File: config.mk
export PLATFORM = sky130hd
export DESIGN_NAME = fetch_stage
export DESIGN_NICKNAME = d
export VERILOG_FILES = /design/src/rtl/mips_defs.sv /design/src/rtl/if_id_reg.sv /design/src/rtl/fetch_stage.sv
export SDC_FILE = /design/constraint.sdc
export NUM_CORES = 1
export LEC_CHECK = 0
export ABC_AREA = 0
export BUFFER_PORTS_ARGS = -buffer_cell sky130_fd_sc_hd__buf_2
export CAP_MARGIN = 20
export CORE_MARGIN = 4
export CORE_UTILIZATION = 51
export CTS_CLUSTER_DIAMETER = 40
export DETAILED_ROUTE_END_ITERATION = 12
export GPL_ROUTABILITY_DRIVEN = 0
export PLACE_DENSITY = 0.81
export RECOVER_POWER = 50
export SYNTH_ARGS = -nofsm -noshare
export SYNTH_HDL_FRONTEND = slang
export SYNTH_SLANG_ARGS = --single-unit
File: constraint.sdc
create_clock -name clk -period 2.3 [get_ports clk]
set_input_delay 0.115 -clock clk [delete_from_list [all_inputs] [get_ports clk]]
set_output_delay 0.115 -clock clk [all_outputs]
set_load 0.01 [all_outputs]
File: src/rtl/mips_defs.sv
// Shared MIPS core definitions: data width, PC increment and reset/bubble constants.
package mips_defs;

   localparam int XLEN = 32;

   typedef logic [XLEN-1:0] wordT;

   localparam wordT PC_INC    = 32'd4;
   localparam wordT NOP_INSTR = 32'h0000_0000;
   localparam wordT RESET_PC  = 32'h0000_0000;

endpackage

File: src/rtl/if_id_reg.sv
// IF/ID pipeline register: hold on stallID, flush on redirect, bubble on fetch miss, else load.
module if_id_reg
   import mips_defs::*;
#(
   parameter wordT NOP = NOP_INSTR
) (
   input  logic clk,
   input  logic reset,
   input  logic enable,
   input  logic stallID,
   input  logic pcSrcID,
   input  logic fetchOk,
   input  wordT instrFE,
   input  wordT pcPlus4FE,
   output wordT instrID,
   output wordT pcPlus4ID,
   output logic validID,
   output logic loadValid
);

   // A real instruction enters ID only when nothing stalls, flushes or misses.
   assign loadValid = enable & ~stallID & ~pcSrcID & fetchOk;

   // NOTE: sequential state uses non-blocking assignments so every register samples pre-edge values.
   always_ff @(posedge clk or negedge reset) begin
      if (!reset) begin
         instrID   <= NOP;
         pcPlus4ID <= '0;
         validID   <= 1'b0;
      end else if (enable && !stallID) begin
         if (loadValid) begin
            instrID   <= instrFE;
            pcPlus4ID <= pcPlus4FE;
            validID   <= 1'b1;
         end else begin
            // Flush and bubble look the same to ID; pcPlus4ID keeps its last value.
            instrID <= NOP;
            validID <= 1'b0;
         end
      end
   end

endmodule

File: src/rtl/fetch_stage.sv
// IF stage of the 5-stage MIPS core: PC register, +4 adder, IF/ID register and retired-fetch counter.
module fetch_stage #(
   parameter mips_defs::wordT RESET_PC  = mips_defs::RESET_PC,
   parameter mips_defs::wordT NOP_INSTR = mips_defs::NOP_INSTR,
   parameter int              CNT_WIDTH = 32
) (
   input  logic                  clk,
   input  logic                  reset,
   input  logic                  enable,
   input  logic                  stallFE,
   input  logic                  stallID,
   input  logic                  pcSrcID,
   input  logic [31:0]           pcTargetID,
   input  logic [31:0]           instrFE,
   input  logic                  instrReady,
   output logic [31:0]           pcFE,
   output logic [31:0]           instrID,
   output logic [31:0]           pcPlus4ID,
   output logic                  validID,
   output logic [CNT_WIDTH-1:0]  fetchCount
);

   mips_defs::wordT pcPlus4FE;
   logic            fetchOk;
   logic            loadValid;
   logic            redirect;

   assign pcPlus4FE = pcFE + mips_defs::PC_INC;
   assign fetchOk   = ~stallFE & instrReady;
   // A redirect is only trusted once ID has real branch operands, i.e. ID is not stalled.
   assign redirect  = pcSrcID & ~stallID;

   always_ff @(posedge clk or negedge reset) begin
      if (!reset) begin
         pcFE <= RESET_PC;
      end else if (enable) begin
         if (redirect) begin
            pcFE <= pcTargetID;
         end else if (fetchOk) begin
            pcFE <= pcPlus4FE;
         end
      end
   end

   always_ff @(posedge clk or negedge reset) begin
      if (!reset) begin
         fetchCount <= '0;
      end else if (loadValid) begin
         fetchCount <= fetchCount + CNT_WIDTH'(1);
      end
   end

   if_id_reg #(
      .NOP (NOP_INSTR)
   ) uIfId (
      .clk       (clk),
      .reset     (reset),
      .enable    (enable),
      .stallID   (stallID),
      .pcSrcID   (pcSrcID),
      .fetchOk   (fetchOk),
      .instrFE   (instrFE),
      .pcPlus4FE (pcPlus4FE),
      .instrID   (instrID),
      .pcPlus4ID (pcPlus4ID),
      .validID   (validID),
      .loadValid (loadValid)
   );

endmodule
==> summary.md, run 1 <==
| Metric | Value |
|---|---|
| Path depth of the worst reg2reg path | 5 |
| Initial antenna violation count | 3 |
| Final hold slack | 0.0142 ns |
| Slew Viols, Final | 0 |
| Post-route setup slack | 0.138 ns |
| Comb power frac | 20.5% |
| Pre-CTS worst setup slack | 0.190 ns |
| Seq/Total Area, Yosys | 54.2% |
| Worst path slowest cell | or4_4 |
| Top Layer Used | met5 |
| First-pass GRT wire length | 27600 um |
| Largest area contributor in the netlist | dfrtp_1 |
| Rows | 39 |
| Met2 wire len | 8670 um |
| Clock power frac | 37.8% |
| Number of instances in the placed design | 901 |
| Clk_lat worst skew | 0.41 ns |
| Die Span Y | 116 um |
| Pwr dens | 913 nW/um^2 |
| WP depth | 5 |
| Vias per cell | 5.60 |
| Avg WL per Cell | 18.0 um |
| Tightest Hold Check Type | input port to flip-flop |
| Worst path buffer plus inverter count | 0 |
| VDD IR max | 0.627 mV |
| WP data required | 2.60 ns |
| Final Util | 70.0% |
| Initial DRC Count | 507 |
| Synth Register Bits | 129 |
| Synth Instances | 580 |
| Delay-heaviest family, CP | simple AND/OR/NAND/NOR gates |
| Top cell type's share of synthesized area | 54.2% |
| P_leak | 3.68 nW |
| Worst reg2reg endpoint | fetchCount[29] |
| Post-Syn Area per Cell | 10.3 sq um |
| Placed Area | 7120 sq um |
| CTS Buffer Depth | 2 |
| Final cell count without fillers | 974 |
| Clock Sink Count | 129 |
| Hold Vio Cnt, Final | 0 |
| Largest net degree at the start of global routing | 75 |
| Final TNS setup | 0 ns |
| Detail Route Antenna Nets | 0 |
| Max-Cap Viols | 0 |
| Setup-failing EPs final | 0 |
| Nets@finish | 889 |
| Share of cells above drive strength 1 | 19.9% |
| Switching power of the nets | 2.25 mW |
| Crit path DAT | 2.46 ns |
| Main synth FF type | dfrtp_1 |
| Max Fclk | 0.463 GHz |
| Synth cell count leaders | 129 x dfrtp_1, 84 x nand2_1, 39 x o21ai_0 |
| Count leader, synth | dfrtp_1 |
| RSZ-0062 raised after global routing | no |
| DR WL met3 | 1500 um |
| DIE WIDTH | 116 um |
| Warnings from Yosys | 0 |
| Detailed Place HPWL | 11700 um |
| DRC | 0 |
| M1 WL | 6970 um |
| Post-synth EDFFs | 0 |
| Reg power frac | 41.7% |
| Critical path launch point | fetchCount[10] |
| Synth cell types | 46 |
| Syn Nets | 653 |
| Crit path launch type | flip-flop |
| Reg2reg setup slack | 0.14 ns |
| Status | finished, final reports clean |
| Clock buffer count from CTS | 17 |
| Async S/R FF share, synth | 100% |
| Vias | 5457 |
| Int Power | 5.06 mW |
| Number of global-route vias before repair | 5511 |
| Ranking of synthesized cells by area | dfrtp_1 54%, nand2_1 5.3%, a22o_1 4.7% |
| CP cell instances | nand4_2 -> or4_4 -> nor4_4 -> nand4_1 -> xnor2_1 |
| Worst Path Max Fanout | 7 |
| Core area | 11400 sq um |
| CTS tree | done |
| Worst-path clk slew | 0.06 ns |
| Crit path to | fetchCount[29] |
| Area growth from synthesis to layout | 34.4% |
| Port Buffers | 199 |
| Final Skew | 0.00415 ns |
| R2R Path Start | fetchCount[10] |
| Worst Hold Path Cells | 3 |
| Worst setup EP type | flip-flop |
| CTS HTree Levels | 4 |
| WL final | 17600 um |
| Full die area | 13500 sq um |
| Root buffer cell | clkbuf_16 |
| Fin crit share | 94.0% |
| Critical path type | flip-flop to flip-flop |
| Total gr overflow | 0 |
| Total power | 7.30 mW |
| Ports | 200 |
| Measured slew at the worst slew-check pin | 1.46 ns |
| Fin crit period | 2.16 ns |
| Synthesized area | 5950 sq um |
| Net Sw Frac | 30.8% |
| Slew HR | 2.80% |
| 1st-pass router iterations | 5 |
| Post-route cell area | 8000 sq um |
| Starting Density | 52.1% |
| Slowest stage delay, CP | 0.61 ns |
| GRT Overall Usage | 26.4% |
[kinds of logic (layout without fill, tap and decap cells)]
kind of cell	after synthesis	in the layout	share of synthesized area, %
simple gates	195	195	16.5
buf+inv	44	293	3.05
flops	129	129	54.2
fa+ha+maj	2	2	0.420
compound gates	147	147	16.4
other cells	0	2	0
mux	4	4	0.736
xor+xnor	59	59	8.68
[layout by cell type, fill, tap and decap left out, types with 2 or more instances in the layout]
master           n
nor2_1          21
xor2_1          27
xnor2_1         32
clkbuf_1        97
bufinv_16        3
buf_2          105
a22o_1          32
dfrtp_1        129
and2_1           3
nor4_2           2
clkinv_2         4
nor4_4           3
nand3_1         35
clkbuf_16       17
a21oi_1         32
nor4_1           3
nor3_1           7
nor3_2           2
o21ai_0         39
nor2b_1          2
mux2_2           3
nand4_1         17
clkinvlp_4       3
inv_1            9
nand2b_1         2
dlygate4sd3_1   39
ha_1             2
nand2_1         84
clkbuf_8         3
o22ai_1         17
a2bb2oi_1       17
a22oi_1          2
diode_2          2
buf_4           10
o221ai_1         2
and3_1           5
[cell type report]
class | count | area (sq um)
diodes | 2 | 5.00
clock buffers | 22 | 474
fillers | 896 | 3420
repair buffers | 252 | 1390
clock inverters | 10 | 133
flip-flops and latches | 129 | 3230
well taps | 143 | 179
multi-input cells | 407 | 2560
inverters | 9 | 33.8
[per-layer routing]
layer	global-route usage, %	vias to the layer above
met1	32.1	2655
met4	10.8	2
li1	-	2548
met5	0	-
met2	44.2	220
met3	7.94	32
[worst min-delay path: cells and delay by family]
| family | cells | cell delay (ns) |
|---|---|---|
| AOI/OAI and AO/OA | 2 | 0.18 |
| buffers and inverters | 1 | 0.08 |
[power by group through the flow]
stage	Clock, mW	Sequential [mW]	Combinational, mW
floorplan	0	3.15	0.690
detailed placement	0	3.06	1.51
CTS	2.78	3.03	1.57
finish	2.76	3.04	1.50
global route	2.90	3.11	1.67
global placement	0	3.04	1.48
[worst min path at each step]
stage	slack, ns	to	start
after global placement	0.23	fetchCount[15]	reset
after global routing	0.02	pcFE[9]	pcTargetID[9]
after CTS	0.002	pcFE[17]	pcTargetID[17]
after detailed placement	0.23	pcFE[31]	reset
after floorplan	-0.18	fetchCount[0]	reset
final	0.01	pcFE[17]	pcTargetID[17]
[state kept, by name, indices dropped and copies added, names as in the netlist]
| signal | cells |
|---|---|
| pcFE | 32 |
| fetchCount | 32 |
| uIfId.validID | 1 |
| uIfId.instrID | 32 |
| uIfId.pcPlus4ID | 32 |
[repair_timing]
| action | CTS | global route |
|---|---|---|
| hold buffers | 39 | 0 |
| gates resized for setup | 0 | 2 |
| hold endpoints to repair | 90 | 0 |
| setup buffers | 0 | 0 |
| setup endpoints to repair | 0 | 4 |
No activity file was read; power rests on OpenSTA's default activity.
==> inputs of run 2 (changes only) <==
--- a/config.mk
+++ b/config.mk
@@ -6,14 +6,16 @@
 export NUM_CORES = 1
 export LEC_CHECK = 0
 export ABC_AREA = 0
-export BUFFER_PORTS_ARGS = -buffer_cell sky130_fd_sc_hd__buf_2
 export CAP_MARGIN = 20
+export CELL_PAD_IN_SITES_DETAIL_PLACEMENT = 1
+export CELL_PAD_IN_SITES_GLOBAL_PLACEMENT = 1
 export CORE_MARGIN = 4
-export CORE_UTILIZATION = 51
+export CORE_UTILIZATION = 48
 export CTS_CLUSTER_DIAMETER = 40
 export DETAILED_ROUTE_END_ITERATION = 12
+export DONT_BUFFER_PORTS = 1
 export GPL_ROUTABILITY_DRIVEN = 0
-export PLACE_DENSITY = 0.81
+export PLACE_DENSITY_LB_ADDON = 0.1
 export RECOVER_POWER = 50
 export SYNTH_ARGS = -nofsm -noshare
 export SYNTH_HDL_FRONTEND = slang
==> summary.md, run 2 (synthesis gave the netlist of run 1 again) <==
| Metric | Value |
|---|---|
| Status | complete, but fails checks |
| Failing checks | negative hold slack |
| Initial DRC Count | 376 (-26%) |
| CTS HTree Levels | 4 (unchanged) |
| Crit path top cell by count | nand4_1 |
| Worst setup EP type | flip-flop |
| Measured slew at the worst slew-check pin | 0.938 ns (-0.520 ns) |
| Die Span Y | 119 um (+2.9%) |
| Path depth of the worst reg2reg path | 6 (+1) |
| Worst reg2reg endpoint | fetchCount[31] |
| Initial antenna violation count | 1 (-2) |
| CTS tree | done |
| Clock Sink Count | 129 (unchanged) |
| Slew Viols, Final | 0 (unchanged) |
| CTS Buffer Depth | 2 (unchanged) |
| WP data required | 2.63 ns (+0.03 ns) |
| Vias per cell | 5.89 (+5.2%) |
| Post-route cell area | 7580 sq um (-5.2%) |
| Max Fclk | 0.481 GHz (+4.0%) |
| Reg2reg setup slack | 0.22 ns (+0.08 ns) |
| WP depth | 6 (+1) |
| CTS Hold Buffers Added | 67 (+72%) |
| Area growth from synthesis to layout | 27.4% |
| Avg WL per Cell | 23.6 um (+31%) |
| Worst path buffer plus inverter count | 1 (+1) |
| Clock buffer count from CTS | 17 (unchanged) |
| Total gr overflow | 0 (unchanged) |
| Max-Cap Viols | 0 (unchanged) |
| Number of instances in the placed design | 745 (-17%) |
| Detailed Place HPWL | 11900 um (+1.9%) |
| Starting Density | 49.3% (-2.8 points) |
| Tightest Hold Check Type | input port to asynchronous set/reset pin |
| First-pass GRT wire length | 31700 um (+15%) |
| Critical path launch point | fetchCount[15] |
| P_leak | 3.35 nW (-8.9%) |
| Pwr dens | 955 nW/um^2 (+4.7%) |
| Final cell count without fillers | 847 (-13%) |
| GRT Overall Usage | 28.6% (+2.1 points) |
| Crit path launch type | flip-flop |
| CP cell instances | nand4_1 -> or4_4 -> nor4_4 -> buf_4 -> nand4_1 -> xnor2_1 |
| Port Buffers | 0 (-100%) |
| RSZ-0062 raised after global routing | no |
| Final hold slack | -0.617 ns (-0.631 ns) |
| Slew HR | 37.5% (+35 points) |
| Fin crit period | 2.08 ns (-0.0838 ns) |
| Core area | 12100 sq um (+5.6%) |
| Vias | 4990 (-8.6%) |
| Largest net degree at the start of global routing | 130 (+73%) |
| Fin crit share | 90.4% (-3.6 points) |
| Final Skew | 0.0113 ns (+0.00719 ns) |
| Setup-failing EPs final | 0 (unchanged) |
| Critical path type | flip-flop to flip-flop |
| 1st-pass router iterations | 4 (-1) |
| Full die area | 14200 sq um (+5.8%) |
| Total power | 7.24 mW (-0.83%) |
| Nets@finish | 738 (-17%) |
| DIE WIDTH | 119 um (+2.9%) |
| Detail Route Antenna Nets | 0 (unchanged) |
| Slowest stage delay, CP | 0.60 ns (about the same) |
| Root buffer cell | clkbuf_16 |
| Ports | 200 (unchanged) |
| Worst-path clk slew | 0.06 ns (about the same) |
| Share of cells above drive strength 1 | 11.7% (-8.3 points) |
| Clk_lat worst skew | 0.43 ns (+0.02 ns) |
| VDD IR max | 0.549 mV (-12%) |
| Worst Path Max Fanout | 7 (unchanged) |
| Commonest cells after routing, fill and taps aside | 129 x dfrtp_1, 84 x nand2_1, 67 x dlygate4sd3_1 |
| Delay-heaviest family, CP | simple AND/OR/NAND/NOR gates |
| Final TNS setup | 0 ns (unchanged) |
| R2R Path Start | fetchCount[15] |
| Placed Area | 6270 sq um (-12%) |
| Crit path DAT | 2.41 ns (-0.05 ns) |
| Crit path to | fetchCount[31] |
| Rows | 40 (+2.6%) |
| Hold Vio Cnt, Final | 129 (+129) |
| Number of global-route vias before repair | 5493 (-0.33%) |
| Worst path slowest cell | or4_4 |
| WL final | 20000 um (+14%) |
| Layout fillers | 1255 (+40%) |
| Commonest non-fill, non-tap cell in the layout | dfrtp_1 |
| DRC | 0 (unchanged) |
## run 2: cell types whose count changed in the layout (fill, tap and decap cells not counted), sizes merged
cell and delta:
clkbuf -95, clkinvlp -3, diode -1, dlygate4sd3 +28, dlymetal6s4s -1, buf -84, bufinv +1, clkinv +3
## run 2: cell type report
cell class	count	area, sq um	share of cell area, %
diodes	1	2.50	0.0330
clock buffers	21	470	6.21
clock inverters	11	159	2.10
inverters	9	33.8	0.446
multi-input cells	407	2540	33.6
flip-flops and latches	129	3230	42.6
well taps	168	210	2.77
repair buffers	101	931	12.3
## run 2: worst min path at each step
stage,startpoint,end,cells past startpoint
after global placement,reset,fetchCount[25],0
final,reset,uIfId.instrID[14],0
after floorplan,reset,fetchCount[0],0
after detailed placement,reset,fetchCount[25],0
after CTS,reset,uIfId.pcPlus4ID[29],0
after global routing,reset,uIfId.instrID[7],0
## run 2: timing repair
action	in CTS	in global routing
hold endpoints to repair	192	129
resized for setup	0	0
setup buffers	0	2
endpoints found under the setup margin	0	5
## run 2: per-layer routing
metal | track usage, % | wire, um
met3 | 10.8 | 1640
met4 | 8.80 | 456
met5 | 0 | 0
met2 | 50.0 | 10300
met1 | 32.3 | 7550
## run 2: power breakdown
part | leakage [nW] | total [mW] | internal (mW) | switching (mW)
sequential | 1.65 | 3.24 | 2.64 | 0.594
clock | 0.316 | 2.90 | 1.89 | 1.01
combinational | 1.38 | 1.11 | 0.511 | 0.595
total | 3.35 | 7.24 | 5.04 | 2.20
## run 2: per-stage QoR
stage                     setup slack [ns]  util [%]  hold slack, ns
final                                0.222      62.8          -0.617
after global routing                0.0552      62.8          -0.640
after CTS                            0.139      62.8          -0.630
after detailed placement             0.165      52.0          -0.177
after global placement               0.207      52.0          -0.178
after floorplan                      0.285         -          -0.181
==> inputs of run 3 (changes only) <==
==> constraint.sdc (replaced) <==
create_clock -name clk -period 2.38 [get_ports clk]
set_input_delay 0.119 -clock clk [delete_from_list [all_inputs] [get_ports clk]]
set_output_delay 0.119 -clock clk [all_outputs]
set_load 0.01 [all_outputs]
==> summary.md, run 3 (synthesis gave the netlist of run 1 again) <==
| Metric | Value |
|---|---|
| Status | complete, but fails checks |
| Failing checks | negative hold slack, max-capacitance violations, max-slew violations |
| Ports | 200 (unchanged) |
| Switching power of the nets | 2.08 mW (-5.5%) |
| VDD IR max | 0.464 mV (-15%) |
| Final TNS setup | 0 ns (unchanged) |
| Final hold slack | -0.597 ns (+0.0197 ns) |
| CTS tree | done |
| DIE WIDTH | 119 um (unchanged) |
| Reg power frac | 46.3% (+1.6 points) |
| Worst Path Max Fanout | 7 (unchanged) |
| Initial DRC Count | 268 (-29%) |
| Slowest stage delay, CP | 0.61 ns (about the same) |
| First-pass GRT wire length | 29500 um (-6.9%) |
| P_leak | 3.26 nW (-2.8%) |
| Fin crit share | 90.8% (+0.49 points) |
| Max Fclk | 0.463 GHz (-3.9%) |
| Final Skew | 0.00493 ns (-0.00641 ns) |
| Share of cells above drive strength 1 | 10.2% (-1.4 points) |
| Avg WL per Cell | 22.1 um (-6.1%) |
| Vias | 4877 (-2.3%) |
| Slew HR | -3.34% (-41 points) |
| Tightest Hold Check Type | input port to asynchronous set/reset pin |
| Net Sw Frac | 30.5% (+0.094 points) |
| Layout fillers | 1298 (+3.4%) |
| GRT Overall Usage | 26.0% (-2.5 points) |
| Total gr overflow | 0 (unchanged) |
| Detail Route Antenna Nets | 0 (unchanged) |
| Crit path launch type | flip-flop |
| RSZ-0062 raised after global routing | no |
| Starting Density | 49.3% (unchanged) |
| Reg area | 3230 sq um (unchanged) |
| Comb power frac | 14.6% (-0.7 points) |
| CTS Buffer Depth | 2 (unchanged) |
| WL final | 18400 um (-7.8%) |
| Slew Viols, Final | 35 (+35) |
| Clock Sink Count | 129 (unchanged) |
| Worst-path clk slew | 0.06 ns (about the same) |
| Commonest non-fill, non-tap cell in the layout | dfrtp_1 |
| CTS HTree Levels | 4 (unchanged) |
| Number of global-route vias before repair | 5277 (-3.9%) |
| Clock power frac | 39.1% (-0.9 points) |
| Root buffer cell | clkbuf_16 |
| Die Span Y | 119 um (unchanged) |
| Largest net degree at the start of global routing | 130 (unchanged) |
| Clock buffer count from CTS | 17 (unchanged) |
| Nets@finish | 724 (-1.9%) |
| Max-Cap Viols | 1 (+1) |
| Pwr dens | 918 nW/um^2 (-3.9%) |
| Worst path buffer plus inverter count | 0 (-1) |
| Vias per cell | 5.86 (-0.50%) |
| Clk_lat worst skew | 0.41 ns (-0.02 ns) |
| WP data required | 2.69 ns (+0.06 ns) |
| Hold Vio Cnt, Final | 129 (unchanged) |
| Fin crit period | 2.16 ns (+0.0839 ns) |
| DRC | 0 (unchanged) |
| Area growth from synthesis to layout | 24.9% |
| Rows | 40 (unchanged) |
| Ant. Diodes | 0 (-1) |
| Delay-heaviest family, CP | simple AND/OR/NAND/NOR gates |
| Worst path slowest cell | or4_4 |
| CP cell instances | nand4_2 -> or4_4 -> nor4_4 -> nand3_1 -> xnor2_1 |
| 1st-pass router iterations | 4 (unchanged) |
| Core area | 12100 sq um (unchanged) |
| Setup-failing EPs final | 0 (unchanged) |
| Full die area | 14200 sq um (unchanged) |
| Initial antenna violation count | 0 (-1) |
| Detailed Place HPWL | 11900 um (-0.44%) |
| Worst setup EP type | flip-flop |
| Crit path DAT | 2.47 ns (+0.06 ns) |
| Port Buffers | 0 (unchanged) |
| Commonest cells after routing, fill and taps aside | 129 x dfrtp_1, 84 x nand2_1, 65 x dlygate4sd3_1 |
| Int Power | 4.74 mW (-5.9%) |
| Area of the multi-input gates | 2550 sq um (+0.20%) |
| Critical path type | flip-flop to flip-flop |
| Measured slew at the worst slew-check pin | 1.55 ns (+0.612 ns) |
==> run 3: area by class of cell <==
type                            instances  area share, %
Clock buffer                           22           6.38
Clock inverter                         10           1.78
Inverter                                9          0.454
Multi-Input combinational cell        407           34.3
Sequential cell                       129           43.4
Tap cell                              168           2.83
Timing Repair Buffer                   87           10.8
==> run 3: routing by layer <==
layer | vias to the layer above | track usage, % | routed length [um]
met5 | - | 0 | 0
met4 | 0 | 8.88 | 368
met3 | 33 | 8.21 | 1420
met2 | 176 | 45.0 | 9320
met1 | 2469 | 30.7 | 7290
li1 | 2199 | - | -
==> run 3: through the flow <==
stage | cell area [sq um] | instances | util, % | total power [mW] | worst slack (ns)
after floorplan | 5950 | 580 | - | 3.71 | 0.365
after global placement | 6190 | 735 | 51.3 | 4.01 | 0.231
after detailed placement | 6190 | 735 | 51.3 | 4.08 | 0.121
after CTS | 7430 | 831 | 61.6 | 6.86 | 0.107
after global routing | 7430 | 832 | 61.6 | 7.18 | 0.0902
final | 7430 | 832 | 61.6 | 6.82 | 0.218
==> run 3: final timing paths <==
check	start	slack, ns	cells past startpoint	endpoint
worst max-delay path	fetchCount[10]	0.22	5	fetchCount[23]
max in group asynchronous	reset	2.77	0	fetchCount[7]
worst min register to register	uIfId.pcPlus4ID[12]	0.55	2	uIfId.pcPlus4ID[12]
worst max register to register	fetchCount[10]	0.22	5	fetchCount[23]
worst min-delay path	reset	-0.60	0	fetchCount[25]
min in group clk	stallID	0.01	3	pcFE[29]
==> run 3: timing repair <==
item	4_1_cts	5_1_grt
gates resized for setup	0	0
buffers inserted	0	0
setup endpoints to repair	0	1
endpoints found under the hold margin	190	130
hold buffers	64	1
==> run 3: power groups by stage <==
stage | logic, mW | clock network (mW) | registers, mW
floorplan | 0.666 | 0 | 3.05
global placement | 0.831 | 0 | 3.18
CTS | 0.987 | 2.70 | 3.17
detailed placement | 0.882 | 0 | 3.20
global route | 1.12 | 2.83 | 3.22
finish | 0.995 | 2.67 | 3.16
